`src/rtl/game_sprite_cmd_pkg.sv`:
```
// Shared types for the sprite command arbiter: command kinds and arbiter FSM states.
package game_sprite_cmd_pkg;

  typedef enum logic [1:0] {
    CMD_NOP  = 2'b00,
    CMD_XY   = 2'b01,
    CMD_DXY  = 2'b10,
    CMD_BOTH = 2'b11
  } cmd_kind_t;

  typedef enum logic [1:0] {
    ARB_IDLE  = 2'd0,
    ARB_ISSUE = 2'd1,
    ARB_HOLD  = 2'd2
  } arb_state_t;

  function automatic logic kind_has_xy(input cmd_kind_t kind);
    return (kind == CMD_XY) || (kind == CMD_BOTH);
  endfunction

  function automatic logic kind_has_dxy(input cmd_kind_t kind);
    return (kind == CMD_DXY) || (kind == CMD_BOTH);
  endfunction

endpackage

```
`src/rtl/game_rr_arbiter.sv`:
```
// Combinational round-robin pick: first set request searching upward from last_grant+1.
module game_rr_arbiter #(
  parameter int N_REQ = 4
) (
  input  logic [N_REQ-1:0]         req,
  input  logic [$clog2(N_REQ)-1:0] last_grant,
  output logic [N_REQ-1:0]         gnt_onehot,
  output logic [$clog2(N_REQ)-1:0] gnt_idx,
  output logic                     any
);

  localparam int GW = $clog2(N_REQ);

  logic [GW-1:0] cand;

  // NOTE: every output gets a default before the search loop so no latch is inferred.
  always_comb begin
    gnt_onehot = '0;
    gnt_idx    = '0;
    any        = 1'b0;
    cand       = '0;
    for (int i = 1; i <= N_REQ; i++) begin
      cand = GW'((int'(last_grant) + i) % N_REQ);
      if (!any && req[cand]) begin
        any              = 1'b1;
        gnt_idx          = cand;
        gnt_onehot[cand] = 1'b1;
      end
    end
  end

endmodule

```
`src/rtl/game_sprite_cmd_arbiter.sv`:
```
// Round-robin arbiter that funnels N_REQ sprite commands into single-cycle controller writes,
// holding off autonomous movement while a command is in flight and for HOLD_CYCLES after it.
module game_sprite_cmd_arbiter
  import game_sprite_cmd_pkg::*;
#(
  parameter int N_REQ       = 4,
  parameter int w_x         = 10,
  parameter int w_y         = 9,
  parameter int DX_WIDTH    = 2,
  parameter int DY_WIDTH    = 2,
  parameter int HOLD_CYCLES = 2
) (
  input  logic                               clk,
  input  logic                               rst,
  input  logic                               run_enable,
  input  logic [N_REQ-1:0]                   req_valid,
  output logic [N_REQ-1:0]                   req_ready,
  input  logic [N_REQ-1:0][1:0]              req_kind,
  input  logic [N_REQ-1:0][w_x-1:0]          req_x,
  input  logic [N_REQ-1:0][w_y-1:0]          req_y,
  input  logic [N_REQ-1:0][DX_WIDTH-1:0]     req_dx,
  input  logic [N_REQ-1:0][DY_WIDTH-1:0]     req_dy,
  output logic                               sprite_write_xy,
  output logic                               sprite_write_dxy,
  output logic [w_x-1:0]                     sprite_write_x,
  output logic [w_y-1:0]                     sprite_write_y,
  output logic signed [DX_WIDTH-1:0]         sprite_write_dx,
  output logic signed [DY_WIDTH-1:0]         sprite_write_dy,
  output logic                               sprite_enable_update,
  output logic [$clog2(N_REQ)-1:0]           grant_id,
  output logic                               busy
);

  localparam int GW   = $clog2(N_REQ);
  localparam int HC_W = (HOLD_CYCLES > 0) ? $clog2(HOLD_CYCLES + 1) : 1;

  localparam logic [1:0] S_IDLE  = ARB_IDLE;
  localparam logic [1:0] S_ISSUE = ARB_ISSUE;
  localparam logic [1:0] S_HOLD  = ARB_HOLD;

  logic [1:0]       state;
  logic [GW-1:0]    last_grant;
  cmd_kind_t        kind_q;
  logic [HC_W-1:0]  hold_cnt;
  logic             in_idle;
  logic [N_REQ-1:0] gnt_onehot;
  logic [GW-1:0]    gnt_idx;
  logic             any_req;

  game_rr_arbiter #(.N_REQ(N_REQ)) u_rr (
    .req        (req_valid),
    .last_grant (last_grant),
    .gnt_onehot (gnt_onehot),
    .gnt_idx    (gnt_idx),
    .any        (any_req)
  );

  assign in_idle = (state == S_IDLE);

  // Ready depends only on valid and state, never on kind or data.
  assign req_ready = in_idle ? gnt_onehot : '0;

  // Strobes decode from registered state, so an async reset kills them immediately.
  assign sprite_write_xy      = (state == S_ISSUE) && kind_has_xy(kind_q);
  assign sprite_write_dxy     = (state == S_ISSUE) && kind_has_dxy(kind_q);
  assign sprite_enable_update = run_enable && in_idle;
  assign busy                 = !in_idle;

  // NOTE: sequential state uses non-blocking assignments so all registers update together.
  always_ff @(posedge clk or posedge rst) begin
    if (rst) begin
      state           <= S_IDLE;
      last_grant      <= GW'(N_REQ - 1);
      grant_id        <= '0;
      kind_q          <= CMD_NOP;
      hold_cnt        <= '0;
      sprite_write_x  <= '0;
      sprite_write_y  <= '0;
      sprite_write_dx <= '0;
      sprite_write_dy <= '0;
    end else begin
      case (state)
        S_IDLE: begin
          if (any_req) begin
            last_grant <= gnt_idx;
            grant_id   <= gnt_idx;
            if (req_kind[gnt_idx] != CMD_NOP) begin
              kind_q          <= cmd_kind_t'(req_kind[gnt_idx]);
              sprite_write_x  <= req_x[gnt_idx];
              sprite_write_y  <= req_y[gnt_idx];
              sprite_write_dx <= req_dx[gnt_idx];
              sprite_write_dy <= req_dy[gnt_idx];
              state           <= S_ISSUE;
            end
          end
        end
        S_ISSUE: begin
          if (HOLD_CYCLES > 0) begin
            hold_cnt <= HC_W'(HOLD_CYCLES);
            state    <= S_HOLD;
          end else begin
            state <= S_IDLE;
          end
        end
        S_HOLD: begin
          hold_cnt <= hold_cnt - 1'b1;
          if (hold_cnt == HC_W'(1)) state <= S_IDLE;
        end
        default: state <= S_IDLE;
      endcase
    end
  end

endmodule

```
`config.mk`:
```
export PLATFORM = sky130hd
export DESIGN_NAME = game_sprite_cmd_arbiter
export DESIGN_NICKNAME = d
export VERILOG_FILES = /design/src/rtl/game_sprite_cmd_pkg.sv /design/src/rtl/game_rr_arbiter.sv /design/src/rtl/game_sprite_cmd_arbiter.sv
export SDC_FILE = /design/constraint.sdc
export NUM_CORES = 1
export LEC_CHECK = 0
export ABC_CLOCK_PERIOD_IN_PS = 3900
export BUFFER_PORTS_ARGS = -buffer_cell sky130_fd_sc_hd__buf_2
export CAP_MARGIN = 20
export CORE_UTILIZATION = 45
export CTS_CLUSTER_DIAMETER = 200
export DETAILED_ROUTE_END_ITERATION = 7
export PLACE_DENSITY = 0.91
export SETUP_SLACK_MARGIN = 0.15
export SLEW_MARGIN = 20
export SYNTH_ARGS = -nofsm -noshare
export SYNTH_HDL_FRONTEND = slang
export SYNTH_SLANG_ARGS = --single-unit
```
`constraint.sdc`:
```
create_clock -name clk -period 3.9 [get_ports clk]
set_clock_uncertainty 0.05 [all_clocks]
set_input_delay 0.195 -clock clk [delete_from_list [all_inputs] [get_ports clk]]
set_output_delay 0.195 -clock clk [all_outputs]
set_load 0.03 [all_outputs]
```
==> results of run 1 <==
==> area by class of cell <==
class                      count  area (µm²)
clock buffer                   5       68.82
clock inverter                 3       17.52
fill                         490        2108
inverter                      13       48.80
multi-input combinational    240        1649
sequential                    33       828.3
tap                           72       90.09
timing repair buffer         146       763.2
==> what timing repair did <==
item | 4_1_cts | 5_1_grt
endpoints found under the setup margin | 0 | 0
endpoints found under the hold margin | 31 | 0
hold buffers | 1 | 0
buffers inserted | 0 | 0
==> sequential cells by signal (all words and copies together) (netlist names) <==
name	count
grant_id	2
hold_cnt	2
sprite_write_x	10
state	2
last_grant	2
sprite_write_dy	2
sprite_write_dx	2
kind_q	2
sprite_write_y	9
==> worst paths after layout <==
path | to | slack (ns) | cells after the start
worst min register to register | sprite_write_x[3]$_DFFE_PP0P_ | 0.45 | 1
worst max-delay path | kind_q[0]$_DFFE_PP0P_ | 0.50 | 10
worst min-delay path | sprite_write_dy[1]$_DFFE_PP0P_ | 0.30 | 4
worst max register to register | kind_q[0]$_DFFE_PP0P_ | 0.50 | 10
max in group asynchronous | last_grant[1]$_DFFE_PP1P_ | 2.95 | 4
min in group asynchronous | sprite_write_x[0]$_DFFE_PP0P_ | 0.52 | 4
==> critical path: cells and delay by family (launching register included) <==
family	cells	cell delay [ns]
simple gates	1	0.20
compound gates	4	0.85
fa+ha+maj	1	0.39
mux	2	0.48
buf+inv	2	0.64
flops	1	0.71
==> power by group <==
part,leakage [nW],internal (mW),switching (mW),total (mW)
sequential,0.383,0.539,0.121,0.661
clock,0.0439,0.123,0.119,0.241
combinational,1.28,1.03,1.51,2.54
==> through the flow <==
| stage | hold slack (ns) | instances | area (µm²) | setup slack [ns] |
|---|---|---|---|---|
| floorplan | 0.2724 | 306 | 2619 | 0.7934 |
| global placement | 0.2492 | 503 | 3369 | 0.6470 |
| detailed placement | 0.2593 | 503 | 3369 | 0.4984 |
| CTS | 0.2950 | 512 | 3466 | 0.5061 |
| global route | 0.3215 | 512 | 3466 | 0.2403 |
| finish | 0.2988 | 512 | 3466 | 0.5001 |
==> layer usage <==
layer | up-vias | global-route usage | share of wire
met5 | - | 0 | 0
li1 | 1340 | - | -
met1 | 1274 | 0.2856 | 0.44
met4 | 0 | 0.04630 | 0.0066
met3 | 6 | 0.04535 | 0.055
met2 | 111 | 0.4018 | 0.50
==> kinds of logic after synthesis <==
family / Yosys count / synth area share
xor gates and xnor gates: 1 / 0.003345
AOI/OAI and AO/OA: 78 / 0.2021
adders and majority gates: 12 / 0.05733
DFF: 33 / 0.3163
and+or+nand+nor: 113 / 0.2045
muxes: 36 / 0.1596
buffers and inverters: 33 / 0.05686
==> cells in the final DEF (no fill, tap or decap) <==
| cell type | synthesis | routed |
|---|---|---|
| xnor2_1 | 1 | 1 |
| and2_0 | 3 | 3 |
| nor3_1 | 4 | 4 |
| dfrtp_1 | 31 | 31 |
| buf_4 | 1 | 5 |
| o21ai_0 | 4 | 4 |
| o2bb2ai_1 | 1 | 1 |
| nand3_1 | 1 | 1 |
| a31oi_1 | 24 | 24 |
| clkbuf_8 | 0 | 5 |
| or3_4 | 1 | 1 |
| o21bai_1 | 2 | 2 |
| a211oi_1 | 26 | 26 |
| nor2b_1 | 2 | 2 |
| a21oi_1 | 11 | 11 |
| and2_1 | 23 | 23 |
| inv_1 | 13 | 13 |
| o22ai_1 | 1 | 1 |
| or2_2 | 3 | 3 |
| nor2_4 | 1 | 2 |
| a21o_1 | 1 | 1 |
| o32ai_1 | 1 | 1 |
| dlygate4sd3_1 | 0 | 1 |
| o22a_1 | 1 | 1 |
| dfstp_2 | 2 | 2 |
| o21a_1 | 1 | 1 |
| ha_1 | 12 | 12 |
| clkinv_2 | 0 | 2 |
| a21oi_4 | 1 | 1 |
| nand2b_1 | 5 | 5 |
| mux2_2 | 26 | 26 |
| clkinvlp_4 | 0 | 1 |
| mux2i_1 | 8 | 8 |
| mux4_2 | 2 | 2 |
| buf_12 | 0 | 1 |
| a22oi_1 | 4 | 4 |
| nor2_1 | 19 | 18 |
| nand2_1 | 51 | 51 |
| buf_2 | 5 | 139 |
==> results.py, run 1 <==
metrics = {
    "worst_setup_path": {
        "rr_startpoint": "last_grant[0]$_DFFE_PP1P_",
        "cpPeakStageDelay_ns": 0.71,
        "cp-startpoint": "last_grant[0]$_DFFE_PP1P_",
        "critical_path_class": "flip-flop to flip-flop",
        "worst_setup_path_end_kind": "flip-flop",
        "crit_chain": "inv_1, ha_1, mux4_2, nor2b_1, o21ai_0, a21oi_4, buf_4, mux2i_1, a211oi_1, o21bai_1",
        "cp-start-kind": "flip-flop",
        "slowest_stage": "dfstp_2",
        "crit_fanout": 50,
        "cp.arrival_ns": 3.55,
        "crit_required_ns": 4.05,
    },
    "detailed_routing": {
        "vias": 2731,
        "drt_iter0_markers": 85,
        "ant_nets": 0,
        "drc": 0,
        "routedWlPerCell_um": 13.26,
        "wirelength_mm": 6.787,
        "routed_via_density": 5.334,
        "firstDrtPassIters": 4,
    },
    "power": {
        "power_density_mw_per_mm2": 992.1,
        "total_power_mw": 3.439,
        "peakVddDrop_mv": 0.5273,
        "power_leakage_nw": 1.704,
    },
    "floorplanning": {
        "die-area_mm2": 0.006129,
        "placementRows": 27,
        "initial_utilization": 0.4698,
        "die_y_um": 78.29,
        "core_region_area_mm2": 0.005574,
        "die_w_um": 78.29,
        "ioPinCount": 140,
    },
    "timing": {
        "grt_setup_unrepaired": "false",
        "hold_viol_final": 0,
        "setup_viol": 0,
        "fmax_mhz": 294.1,
        "tightestPinTransition_ns": 0.7051,
        "timing.max_slew.rel_slack": 0.5288,
        "layout_min_cycle_time_ns": 3.400,
        "layout_worst_path_cycle_share": 0.8718,
        "tns_ns": 0,
        "slew_viol_final": 0,
    },
    "logic_synthesis": {
        "synth_top_area_frac": 0.2962,
        "ys_types": 36,
        "ys_ff_latch": 33,
        "ys_async_sr_fraction": 1.000,
        "postSynthAreaPerCell_um2": 8.558,
        "ys_warn_count": 0,
        "ys.flop_type": "dfrtp_1",
        "yosysMostFrequentCell": "nand2_1",
        "yosys.area.top_type": "dfrtp_1",
        "synthesis.instances": 306,
        "syn_nets": 425,
        "syn_area_mm2": 0.002619,
        "synth_edf_count": 0,
        "ys_seq_area_frac": 0.3163,
        "synth_area_leaders": "dfrtp_1, mux2_2, a211oi_1",
        "synth_common_cells": "nand2_1, dfrtp_1, a211oi_1, mux2_2, a31oi_1",
    },
    "grt": {
        "grt_first_pass_wirelength_mm": 11.21,
        "grt_use_total": 0.2271,
        "antenna_found_initial": 0,
        "overflow": 0,
        "grt_pass1_vias": 2534,
        "grt_start_max_net_pins": 51,
    },
    "clocking": {
        "clkLatencyLatePin_ns": 0.27,
        "path_clk_slew_ns": 0.07,
        "cts.sinks": 33,
        "clockBufferDepth": 2,
        "cts_resized": 0,
        "cts_tree": "yes",
        "cts_buffers": 5,
        "cts-root-buf": "clkbuf_8",
        "h-tree-depth": 2,
    },
    "final_layout": {
        "fin_util": 0.6218,
        "syn_to_final_growth_pct": 32.35,
        "drive_gt1_frac": 0.4318,
        "n_antenna_cell": 0,
        "nets": 558,
    },
    "worst_hold_path": {
        "holdCritPathClass": "input pin to flip-flop",
        "min-delay-start": "req_dy[1]",
    },
    "place": {
        "gp_congestion": 0.9109,
        "port_buffers": 139,
        "hpwlAfterDp_mm": 5.315,
    },
    "job": {
        "max_cap_violations": 0,
    },
    "status": {
        "outcome": "completed",
    },
}
(Power assumes the default switching activity.)
==> run 2, diff against run 1 <==
--- a/config.mk
+++ b/config.mk
@@ -5,13 +5,14 @@
 export SDC_FILE = /design/constraint.sdc
 export NUM_CORES = 1
 export LEC_CHECK = 0
-export ABC_CLOCK_PERIOD_IN_PS = 3900
+export ABC_CLOCK_PERIOD_IN_PS = 3000
 export BUFFER_PORTS_ARGS = -buffer_cell sky130_fd_sc_hd__buf_2
 export CAP_MARGIN = 20
-export CORE_UTILIZATION = 45
+export CORE_UTILIZATION = 42
+export CTS_BUF_LIST = sky130_fd_sc_hd__clkbuf_2 sky130_fd_sc_hd__clkbuf_4 sky130_fd_sc_hd__clkbuf_8
 export CTS_CLUSTER_DIAMETER = 200
 export DETAILED_ROUTE_END_ITERATION = 7
-export PLACE_DENSITY = 0.91
+export PLACE_DENSITY = 0.9
 export SETUP_SLACK_MARGIN = 0.15
 export SLEW_MARGIN = 20
 export SYNTH_ARGS = -nofsm -noshare
==> constraint.sdc (replaced) <==
create_clock -name clk -period 3 [get_ports clk]
set_clock_uncertainty 0.05 [all_clocks]
set_input_delay 0.15 -clock clk [delete_from_list [all_inputs] [get_ports clk]]
set_output_delay 0.15 -clock clk [all_outputs]
set_load 0.03 [all_outputs]
==> run 2 against run 1 <==
Against the previous run:
- power is 50% higher
- register-to-register slack lost 0.38 ns
- critical endpoint is now sprite_write_dy[1]$_DFFE_PP0P_
- wire length increased by 17%
- non-clock buffer count rose by 17
- via count is 4.4% higher
- clock-buffer cell count increased by 3
- critical path depth down 2
- global-route usage increased by 0.95 points
- final cell count rose by 4.1%
- die area is 7.0% higher
- combinational power increased by 56%
- clock power is 51% higher
==> results.py, run 2 (synthesis results as in run 1) <==
metrics = {
    "clocking": {
        "h-tree-depth": 2,
        "cts.sinks": 33,
        "cts_tree": "yes",
        "cts_buffers": 5,
        "clkLatencyLatePin_ns": 0.28,
        "clockBufferDepth": 2,
        "cts-root-buf": "clkbuf_8",
        "path_clk_slew_ns": 0.07,
    },
    "floorplanning": {
        "initial_utilization": 0.4397,
        "die_w_um": 80.96,
        "core_region_area_mm2": 0.005956,
        "die-area_mm2": 0.006555,
        "die_y_um": 80.96,
        "placementRows": 28,
        "ioPinCount": 140,
    },
    "worst_setup_path": {
        "worst_setup_path_end_kind": "flip-flop",
        "cp-start-kind": "flip-flop",
        "cp.arrival_ns": 2.98,
        "crit_required_ns": 3.11,
        "r2r_slack_ns": 0.12,
        "critical_path_class": "flip-flop to flip-flop",
        "crit_fanout": 11,
    },
    "detailed_routing": {
        "wl_met1_mm": 3.186,
        "routedWlPerCell_um": 14.90,
        "drc": 0,
        "firstDrtPassIters": 4,
        "ant_nets": 0,
        "wl_met3_um": 454,
        "drt_iter0_markers": 100,
        "routed_via_density": 5.351,
        "vias": 2852,
        "wl_met2_mm": 4.124,
        "wirelength_mm": 7.944,
        "top_layer": "met4",
    },
    "final_layout": {
        "multi_input_area_mm2": 0.001744,
        "largest_reg_flops": 10,
        "mostFrequentLayoutCells": "buf_2, nand2_1, dfrtp_1, mux2_2, a211oi_1",
        "syn_to_final_growth_pct": 43.76,
        "final_common_cell": "buf_2",
        "nets": 576,
        "register_area_um2": 828.3,
        "drive_gt1_frac": 0.4760,
        "fill_cells": 523,
        "largest_registers": "sprite_write_x (10), sprite_write_y (9)",
        "top_register": "sprite_write_x",
        "n_antenna_cell": 0,
    },
    "power": {
        "peakVddDrop_mv": 0.7227,
        "power_density_mw_per_mm2": 1365,
        "power_leakage_nw": 1.826,
        "total_power_mw": 5.141,
    },
    "timing": {
        "setup_viol": 0,
        "layout_worst_path_cycle_share": 0.9585,
        "timing.max_slew.rel_slack": 0.6022,
        "fmax_mhz": 347.8,
        "hold_viol_final": 0,
        "slew_viol_final": 0,
        "hold_ws_ns": 0.2443,
        "layout_min_cycle_time_ns": 2.876,
        "grt_setup_unrepaired": "true",
        "tightestPinTransition_ns": 0.5959,
        "tns_ns": 0,
    },
    "grt": {
        "grt_first_pass_wirelength_mm": 11.86,
        "grt_start_max_net_pins": 51,
        "grt_pass1_vias": 2707,
        "overflow": 0,
        "grt_use_total": 0.2366,
        "antenna_found_initial": 0,
    },
    "place": {
        "gp_congestion": 0.9054,
        "hpwlAfterDp_mm": 5.545,
        "port_buffers": 139,
    },
    "job": {
        "max_cap_violations": 0,
    },
    "worst_hold_path": {
        "holdCritPathClass": "input pin to flip-flop",
    },
    "status": {
        "outcome": "completed",
    },
}
run 2: power by group:
group / internal (mW) / total, mW / switching (mW)
logic: 1.73 / 3.96 / 2.22
registers: 0.700 / 0.822 / 0.122
clock network: 0.205 / 0.364 / 0.158
run 2: cell type report:
| type | instances | area share |
|---|---|---|
| Tap cell | 75 | 0.02493 |
| Timing Repair Buffer | 163 | 0.2529 |
| Multi-Input combinational cell | 241 | 0.4633 |
| Clock buffer | 8 | 0.02592 |
| Sequential cell | 33 | 0.2200 |
| Inverter | 13 | 0.01296 |
run 2: stage by stage:
stage	cells	worst slack (ns)	instance area [µm²]	util
floorplan	306	0.1069	2644	-
CTS	528	0.1416	3632	0.6099
finish	533	0.1244	3765	0.6321
global route	533	0.04084	3765	0.6321
global placement	511	-0.01069	3430	0.5758
detailed placement	511	-0.1432	3430	0.5758
run 2: repair_timing:
| item | in CTS | in global routing |
|---|---|---|
| pin swaps | 2 | 1 |
| gates resized for setup | 5 | 16 |
| setup endpoints to repair | 29 | 30 |
| setup buffers | 8 | 3 |
| gates cloned | 1 | 1 |
| hold buffers | 0 | 1 |
| hold endpoints to repair | 0 | 24 |
run 2: final timing paths:
path                                                        to                     startpoint  depth (start not counted)
worst max-delay path            sprite_write_dy[1]$_DFFE_PP0P_      last_grant[0]$_DFFE_PP1P_                          8
worst min-delay path             sprite_write_y[6]$_DFFE_PP0P_                       req_y[6]                          4
worst max register to register  sprite_write_dy[1]$_DFFE_PP0P_      last_grant[0]$_DFFE_PP1P_                          8
worst min register to register   sprite_write_x[3]$_DFFE_PP0P_  sprite_write_x[3]$_DFFE_PP0P_                          1
max in group asynchronous        sprite_write_x[3]$_DFFE_PP0P_                            rst                          4
min in group asynchronous        sprite_write_y[5]$_DFFE_PP0P_                            rst                          3
run 2: worst max-delay path, cell delays in order, from the launching register on:
cell and delay, ns:
dfstp_2 0.59, mux4_2 0.54, nor2b_4 0.16, or3_4 0.34
a21oi_4 0.18, mux2i_4 0.36, nor2_4 0.09, buf_12 0.17
mux2_2 0.27
run 2: layer usage:
| metal | global-route usage | vias to the layer above |
|---|---|---|
| li1 | - | 1382 |
| met1 | 0.2681 | 1326 |
| met2 | 0.4252 | 124 |
| met3 | 0.05281 | 20 |
| met4 | 0.09821 | 0 |
| met5 | 0 | - |
